**config.mk**
```make
export PLATFORM = sky130hd
export DESIGN_NAME = serial_tx_flat
export DESIGN_NICKNAME = d
export VERILOG_FILES = /design/src/rtl/serial_tx_pkg.sv /design/src/rtl/serial_tx_if.sv /design/src/rtl/serial_tx.sv /design/src/flat_wrapper.sv
export SDC_FILE = /design/constraint.sdc
export NUM_CORES = 1
export LEC_CHECK = 0
export CAP_MARGIN = 25
export CELL_PAD_IN_SITES_DETAIL_PLACEMENT = 0
export CELL_PAD_IN_SITES_GLOBAL_PLACEMENT = 1
export CORE_ASPECT_RATIO = 1.5
export CORE_UTILIZATION = 35
export CTS_BUF_LIST = sky130_fd_sc_hd__clkbuf_8 sky130_fd_sc_hd__clkbuf_16
export CTS_CLUSTER_DIAMETER = 150
export DETAILED_ROUTE_END_ITERATION = 10
export PLACE_DENSITY_LB_ADDON = 0.1
export SETUP_SLACK_MARGIN = 0.2
export SLEW_MARGIN = 15
export SYNTH_ARGS = -nofsm -noshare
export SYNTH_HDL_FRONTEND = slang
export SYNTH_SLANG_ARGS = --single-unit
```
**constraint.sdc**
```tcl
create_clock -name clk -period 1.4 [get_ports clk]
set_clock_uncertainty 0.05 [all_clocks]
set_input_delay 0.28 -clock clk [delete_from_list [all_inputs] [get_ports clk]]
set_output_delay 0.28 -clock clk [all_outputs]
set_load 0.02 [all_outputs]
```
**src/rtl/serial_tx_pkg.sv**
```systemverilog
// Shared types for the serial_tx serializer: FSM state encoding and
// shift-direction constants.
package serial_tx_pkg;

   typedef enum logic [1:0] {
      IDLE  = 2'd0,
      SHIFT = 2'd1,
      DONE  = 2'd2
   } state_e;

   localparam logic DIR_RIGHT = 1'b0;
   localparam logic DIR_LEFT  = 1'b1;

endpackage

```
**src/rtl/serial_tx_if.sv**
```systemverilog
// Word-in handshake plus serial-load strobes toward a shift register.
// The master side issues words; the slave side (serial_tx) drives the serial pairs.
interface serial_tx_if #(
   parameter int WIDTH = 4
);
   logic [WIDTH-1:0] in;
   logic             start;
   logic             dir;
   logic             abort;
   logic             ready;
   logic             sr;
   logic             ir;
   logic             sl;
   logic             il;
   logic             done;

   modport master (
      output in, start, dir, abort,
      input  ready, sr, ir, sl, il, done
   );

   modport slave (
      input  in, start, dir, abort,
      output ready, sr, ir, sl, il, done
   );
endinterface

```
**src/rtl/serial_tx.sv**
```systemverilog
// Serializes one WIDTH-bit word onto the shift-right or shift-left serial pair
// of a downstream register so the receiver holds the original word after WIDTH shifts.
module serial_tx
   import serial_tx_pkg::*;
#(
   parameter int WIDTH = 4
) (
   input  logic         clk,
   input  logic         rst_n,
   serial_tx_if.slave   bus
);

   localparam int              CW   = (WIDTH > 1) ? $clog2(WIDTH) : 1;
   localparam logic [CW-1:0]   LAST = CW'(WIDTH - 1);

   state_e           state_q, state_d;
   logic [WIDTH-1:0] shbuf_q, shbuf_d;
   logic [CW-1:0]    cnt_q,   cnt_d;
   logic             dir_q,   dir_d;
   logic             ready_q, ready_d;
   logic             sr_q,    sr_d;
   logic             ir_q,    ir_d;
   logic             sl_q,    sl_d;
   logic             il_q,    il_d;
   logic             done_q,  done_d;

   // Word/direction whose next bit is presented in the coming cycle.
   logic             tx_en;
   logic [WIDTH-1:0] tx_word;
   logic             tx_dir;

   always_comb begin
      state_d = state_q;
      shbuf_d = shbuf_q;
      cnt_d   = cnt_q;
      dir_d   = dir_q;
      ready_d = 1'b0;
      done_d  = 1'b0;
      tx_en   = 1'b0;
      tx_word = shbuf_q;
      tx_dir  = dir_q;

      unique case (state_q)
         IDLE: begin
            ready_d = 1'b1;
            if (bus.start) begin
               shbuf_d = bus.in;
               dir_d   = bus.dir;
               cnt_d   = '0;
               state_d = SHIFT;
               ready_d = 1'b0;
               tx_en   = 1'b1;
               tx_word = bus.in;
               tx_dir  = bus.dir;
            end
         end
         SHIFT: begin
            if (bus.abort) begin
               state_d = IDLE;
               ready_d = 1'b1;
            end else if (cnt_q == LAST) begin
               state_d = DONE;
               done_d  = 1'b1;
            end else begin
               // Counter stops at LAST, so it never wraps mid-transfer.
               cnt_d   = cnt_q + 1'b1;
               shbuf_d = (dir_q == DIR_LEFT) ? (shbuf_q << 1) : (shbuf_q >> 1);
               tx_en   = 1'b1;
               tx_word = shbuf_d;
            end
         end
         DONE: begin
            state_d = IDLE;
            ready_d = 1'b1;
         end
         default: begin
            state_d = IDLE;
            ready_d = 1'b1;
         end
      endcase

      sr_d = tx_en && (tx_dir == DIR_RIGHT);
      sl_d = tx_en && (tx_dir == DIR_LEFT);
      ir_d = sr_d && tx_word[0];
      il_d = sl_d && tx_word[WIDTH-1];
   end

   always_ff @(posedge clk or negedge rst_n) begin
      if (!rst_n) begin
         state_q <= IDLE;
         shbuf_q <= '0;
         cnt_q   <= '0;
         dir_q   <= DIR_RIGHT;
         ready_q <= 1'b1;
         sr_q    <= 1'b0;
         ir_q    <= 1'b0;
         sl_q    <= 1'b0;
         il_q    <= 1'b0;
         done_q  <= 1'b0;
      end else begin
         state_q <= state_d;
         shbuf_q <= shbuf_d;
         cnt_q   <= cnt_d;
         dir_q   <= dir_d;
         ready_q <= ready_d;
         sr_q    <= sr_d;
         ir_q    <= ir_d;
         sl_q    <= sl_d;
         il_q    <= il_d;
         done_q  <= done_d;
      end
   end

   assign bus.ready = ready_q;
   assign bus.sr    = sr_q;
   assign bus.ir    = ir_q;
   assign bus.sl    = sl_q;
   assign bus.il    = il_q;
   assign bus.done  = done_q;

endmodule

```
**src/flat_wrapper.sv**
```systemverilog
// flat-port wrapper written by rule: the top's interface ports become plain ports
module serial_tx_flat import serial_tx_pkg::*;
#(
   parameter int WIDTH = 4
)
  (clk, rst_n, bus_in, bus_start, bus_dir, bus_abort, bus_ready, bus_sr, bus_ir, bus_sl, bus_il, bus_done);
  serial_tx_if #(.WIDTH(WIDTH)) bus_i ();
  input  logic clk;
  input  logic rst_n;
  input wire logic [$bits(bus_i.in)-1:0] bus_in;
  input wire logic [$bits(bus_i.start)-1:0] bus_start;
  input wire logic [$bits(bus_i.dir)-1:0] bus_dir;
  input wire logic [$bits(bus_i.abort)-1:0] bus_abort;
  output wire logic [$bits(bus_i.ready)-1:0] bus_ready;
  output wire logic [$bits(bus_i.sr)-1:0] bus_sr;
  output wire logic [$bits(bus_i.ir)-1:0] bus_ir;
  output wire logic [$bits(bus_i.sl)-1:0] bus_sl;
  output wire logic [$bits(bus_i.il)-1:0] bus_il;
  output wire logic [$bits(bus_i.done)-1:0] bus_done;
  assign bus_i.in = bus_in;
  assign bus_i.start = bus_start;
  assign bus_i.dir = bus_dir;
  assign bus_i.abort = bus_abort;
  assign bus_ready = bus_i.ready;
  assign bus_sr = bus_i.sr;
  assign bus_ir = bus_i.ir;
  assign bus_sl = bus_i.sl;
  assign bus_il = bus_i.il;
  assign bus_done = bus_i.done;
  serial_tx #(.WIDTH(WIDTH)) u_core (.clk(clk), .rst_n(rst_n), .bus(bus_i));
endmodule
```
# Word-level counts from Yosys, hierarchy flattened
# Cells that the tools add are included.
[totals]
ff_bits = 15
input_bits = 9
output_inout_bits = 6
word_cells = 52
[op_classes]
n_addsub = 1
eq_ne = 6
muxes = 25
n_bitwise = 1
n_reduce_logical = 8
[ops]
columns = ["op", "count"]
rows = [
  ["4-bit two-way mux", 4],
  ["2-bit two-way mux", 6],
  ["1-bit two-way mux", 10],
  ["2-bit one-hot mux with 2 select lines", 2],
  ["4-bit one-hot mux with 2 select lines", 1],
  ["2-bit inequality test (second input constant)", 3],
  ["1-bit logical AND", 4],
  ["1-bit one-hot mux with 2 select lines", 2],
  ["4-bit AND reduction", 1],
  ["3-bit by 2-bit inequality test with 1-bit output (second input constant)", 1],
  ["2-bit by 1-bit adder with 2-bit output (second input constant)", 1],
  ["2-bit by 1-bit == test with 1-bit output (second input constant)", 1],
  ["2-bit == test (second input constant)", 1],
  ["2-bit logical NOT", 1],
  ["2-bit AND reduction", 1],
  ["2-bit nonzero test", 1],
  ["1-bit inverter", 1],
]

# Logic depth before layout (Yosys ltp)
[logic_depth]
depth_word = 6
ltp_mapped = 5

# Worst setup path after synthesis
# Ideal clock, no wire load.
[synth_timing]
path_kind = "reg-to-reg"
start = "register u_core.cnt_q[0]"
end = "register u_core.cnt_q[0]"
arrival_time_ns = 1.310
slack_ns = -0.086
stages_incl_launch_ff = 6
path_buffers = 1
synth_period_minus_slack_ns = 1.486
cell_sequence = "dfrtp_1 -> ha_1 -> nor3b_2 -> o21bai_2 -> buf_6 -> mux2_4"
[synth_via]
elab_chain_len = 4
word_cells_on_any_way = 7
classes_between = "add/sub (1); eq/ne (2); mux (3); reduce/logical (1)"
[synth_lines]
columns = ["item", "line", "text"]
rows = [
  ["from (decl)", "serial_tx.sv:18", "logic [CW-1:0] cnt_q, cnt_d;"],
  ["from (signal assigned)", "serial_tx.sv:103", "cnt_q <= cnt_d;"],
  ["2-bit by 1-bit adder with 2-bit output", "serial_tx.sv:66", "cnt_d = cnt_q + 1'b1;"],
  ["2-bit two-way mux", "serial_tx.sv:61", "end else if (cnt_q == LAST) begin"],
  ["2-bit two-way mux", "serial_tx.sv:58", "if (bus.abort) begin"],
  ["2-bit one-hot mux with 2 select lines", "serial_tx.sv:43", "unique case (state_q)"],
]
# Parallel ways exist; a longest one is shown, timed or not. The select of a mux whose other input is x is not followed.
# A chain may end at the register's enable or synchronous reset.

# Final worst setup path
[layout_timing]
start = "register u_core.cnt_q[0]"
end = "register u_core.il_q, in the netlist u_core.bus.il"
[layout_via]
elab_chain_len = 6
word_cells_on_any_way = 9
classes_between = "eq/ne (1); mux (6); reduce/logical (2)"
[layout_lines]
columns = ["item", "line", "text"]
rows = [
  ["2-bit == test (*)", "serial_tx.sv:61", ""],
  ["1-bit two-way mux", "serial_tx.sv:61", ""],
  ["1-bit two-way mux", "serial_tx.sv:58", ""],
  ["1-bit one-hot mux with 2 select lines", "serial_tx.sv:43", ""],
  ["1-bit logical AND", "serial_tx.sv:83", "sl_d = tx_en && (tx_dir == DIR_LEFT);"],
  ["1-bit logical AND (*)", "serial_tx.sv:85", "il_d = sl_d && tx_word[WIDTH-1];"],
  ["net u_core.il_d", "serial_tx.sv:24", "logic il_q, il_d;"],
  ["to (signal assigned)", "serial_tx.sv:109", "il_q <= il_d;"],
  ["to (decl)", "serial_tx.sv:24", ""],
]
# Mark *: on every way through the listed nets, which the timed path passes. The rest lies on a longest branch. The select of a mux whose other input is x is not followed.

==> qor.txt <==
Hold WS: 0.291 ns
Area contributors post-synth: dfrtp_1 (49%), mux2_4 (6.3%), mux2_2 (4.7%), dfstp_2 (3.6%), ha_1 (3.5%)
critical path fanouts, max: 3
wire per inst: 15.8 µm
Synth Net Count: 65
Remaining DRCs: 0
row cnt: 19
Remaining Overflow, GRT: 0
GPL Wtd Cong: 0.656
clk_lat worst skew: 0.25 ns
status: complete, but fails checks
MaxCap Viol Count: 0
Max-slew headroom: 80.3%
commonest non-fill, non-tap cell in the layout: buf_4
min-delay worst type: in2async
post-synth cell types: 23
pwr dens: 1670 nW/µm²
worst path bufs/invs: 0
via count: 549
vias in the first global route: 584
RSZ-0062 raised after global routing: true
Die W: 39.1 µm
commonest non-fill, non-tap cells in the layout: buf_4 (16), dfrtp_1 (12), clkdlybuf4s50_1 (6)
synthesis warning total: 0
VDD IR max: 1170 µV
CTS buffer count: 3
Filler cells: 165
core outline area: 1880 µm²
Leakage: 0.533 nW
Initial Util: 38.4%
antenna viol nets, final: 0
die footprint: 2250 µm²
final core occ: 60.2%
Worst Tran Pin Value: 0.295 ns
CTS Sinks: 15
layout cells sized above 1: 61.4%
Post-Route Setup TNS: -0.698 ns
area leader, netlist: dfrtp_1
max incr delay on CP: 0.42 ns
final wirelength: 1.72 mm
Worst EP required: 1.52 ns
first-pass GRT wire length: 2.66 mm
CP delay by family, top: simple AND/OR/NAND/NOR gates
crit start category: register
Vias/cell: 5.04
Seq/Total Area, Yosys: 52.3%
antenna diode count: 0
Post-CTS Hold Fix Bufs: 0
Syn Inst Count: 54
DP HPWL: 1.11 mm
I/O pin count: 15
H-tree Lvls: 1
WP data arrival: 1.62 ns
initial antenna violation count: 0
critical path class: reg2reg
top cell type's share of synthesized area: 48.6%
Syn Area/Cell: 13.3 µm²
drt first pass iters: 2
Cell Chain, Critical Path: ha_4, nor4b_4, a32oi_2, nor4_2
maximum clock path buffer count: 2
CTS tree: yes
setup ws final: -0.103 ns
# setup viols final: 8
largest net degree at the start of global routing: 16
die span in y: 57.6 µm
gr usage total: 18.1%
register bit total from synthesis: 15
violated checks: setup timing
FMAX: 0.665 GHz
Clock transition at path regs: 0.06 ns
Root Buffer: clkbuf_8
final critical-path share of the clock period: 107%
Port Buffer Count: 14
CP Capture Type: register
final critical-path required period: 1.50 ns
Cell Area, Synth: 721 µm²
fin nets: 100
Slew Limit Fails: 0
endpoints failing hold: 0
Iter 0 DRT Violations: 2
area growth from synthesis to final layout: 56.8%
CP max stage cell: dfrtp_1
==> through the flow <==
stage	power (W)	setup WS [ns]	cell area [µm²]	instances
final	0.00188	-0.103	1130	109
after global routing	0.00200	-0.172	1130	109
after CTS	0.00184	-0.0887	1100	106
after detailed placement	0.00134	-0.420	956	97
after global placement	0.00133	-0.417	956	97
after floorplan	0.00108	-0.0357	737	54
==> Yosys cell counts <==
cell type	instances
a22o_1	2
a32oi_1	2
and2_1	2
buf_4	1
buf_6	1
dfrtp_1	14
dfstp_2	1
ha_1	2
inv_1	3
inv_2	1
mux2_2	3
mux2_4	3
mux2i_1	1
nor2_1	5
nor2b_1	2
nor3b_2	2
nor4_2	2
nor4b_1	1
nor4b_2	1
o21bai_1	1
o21bai_2	1
o2bb2ai_1	2
or2b_1	1
==> registers in the layout, summed over array words and instances, names as in the netlist <==
signal            cells
u_core.state_q        2
u_core.bus.il         1
u_core.bus.ready      1
u_core.bus.sl         1
u_core.dir_q          1
u_core.bus.sr         1
u_core.bus.ir         1
u_core.cnt_q          2
u_core.shbuf_q        4
u_core.bus.done       1
==> power by group <==
group	internal [W]	total [W]	switching (W)
combinational	0.000479	0.000823	0.000344
clock	0.000198	0.000365	0.000167
sequential	0.000571	0.000696	0.000125
total	0.00125	0.00188	0.000637
==> what timing repair did <==
| action | CTS | global route |
|---|---|---|
| pin swaps | 11 | 5 |
| cloned | 0 | 0 |
| endpoints found under the hold margin | 0 | 0 |
| buffers inserted | 5 | 3 |
| endpoints found under the setup margin | 20 | 18 |
| resized for setup | 39 | 7 |
==> worst register-to-register path: cells and delay by family (launching register included) <==
kind,cells,cell delay [ns]
DFF,1,0.42
AOI/OAI and AO/OA,1,0.19
adders and majority gates,1,0.20
and+or+nand+nor,2,0.55
==> path summary, 6_finish.rpt <==
path | depth (start not counted) | startpoint | to | slack, ns
worst max-delay path | 4 | u_core.cnt_q[0] | u_core.bus.il | -0.10
worst min-delay path | 2 | rst_n | u_core.bus.il | 0.29
worst max register to register | 4 | u_core.cnt_q[0] | u_core.bus.il | -0.10
worst min register to register | 1 | u_core.shbuf_q[0] | u_core.shbuf_q[0] | 0.47
max in group asynchronous | 2 | rst_n | u_core.bus.ready | 0.76
min in group clk | 1 | u_core.shbuf_q[0] | u_core.shbuf_q[0] | 0.47
==> cell type report <==
| cell class | instances | area (µm²) | area share (%) |
|---|---|---|---|
| tap | 21 | 26.3 | 2.33 |
| multi-input combinational | 33 | 407 | 36.0 |
| sequential | 15 | 379 | 33.6 |
| inverter | 4 | 15.0 | 1.33 |
| clock inverter | 1 | 5.00 | 0.443 |
| timing repair buffer | 32 | 256 | 22.7 |
| clock buffer | 3 | 41.3 | 3.65 |
==> per-layer routing <==
metal / track usage (%) / share of wire, % / up-vias
met5: 0 / 0 / -
met4: 10.3 / 2.1 / 0
met3: 3.89 / 4.1 / 4
met2: 32.1 / 57 / 13
met1: 17.9 / 37 / 273
li1: - / - / 259
==> kinds of logic after synthesis <==
family                   count (synthesis)  share of synthesized area (%)
AND/OR/NAND/NOR                         16                           17.4
flip-flops                              15                           52.3
AO/OA/AOI/OAI                            8                           9.90
multiplexers                             7                           12.3
buffers and inverters                    6                           4.69
adder cells (fa/ha/maj)                  2                           3.47
Note: power is estimated with default switching activity, not from simulation.
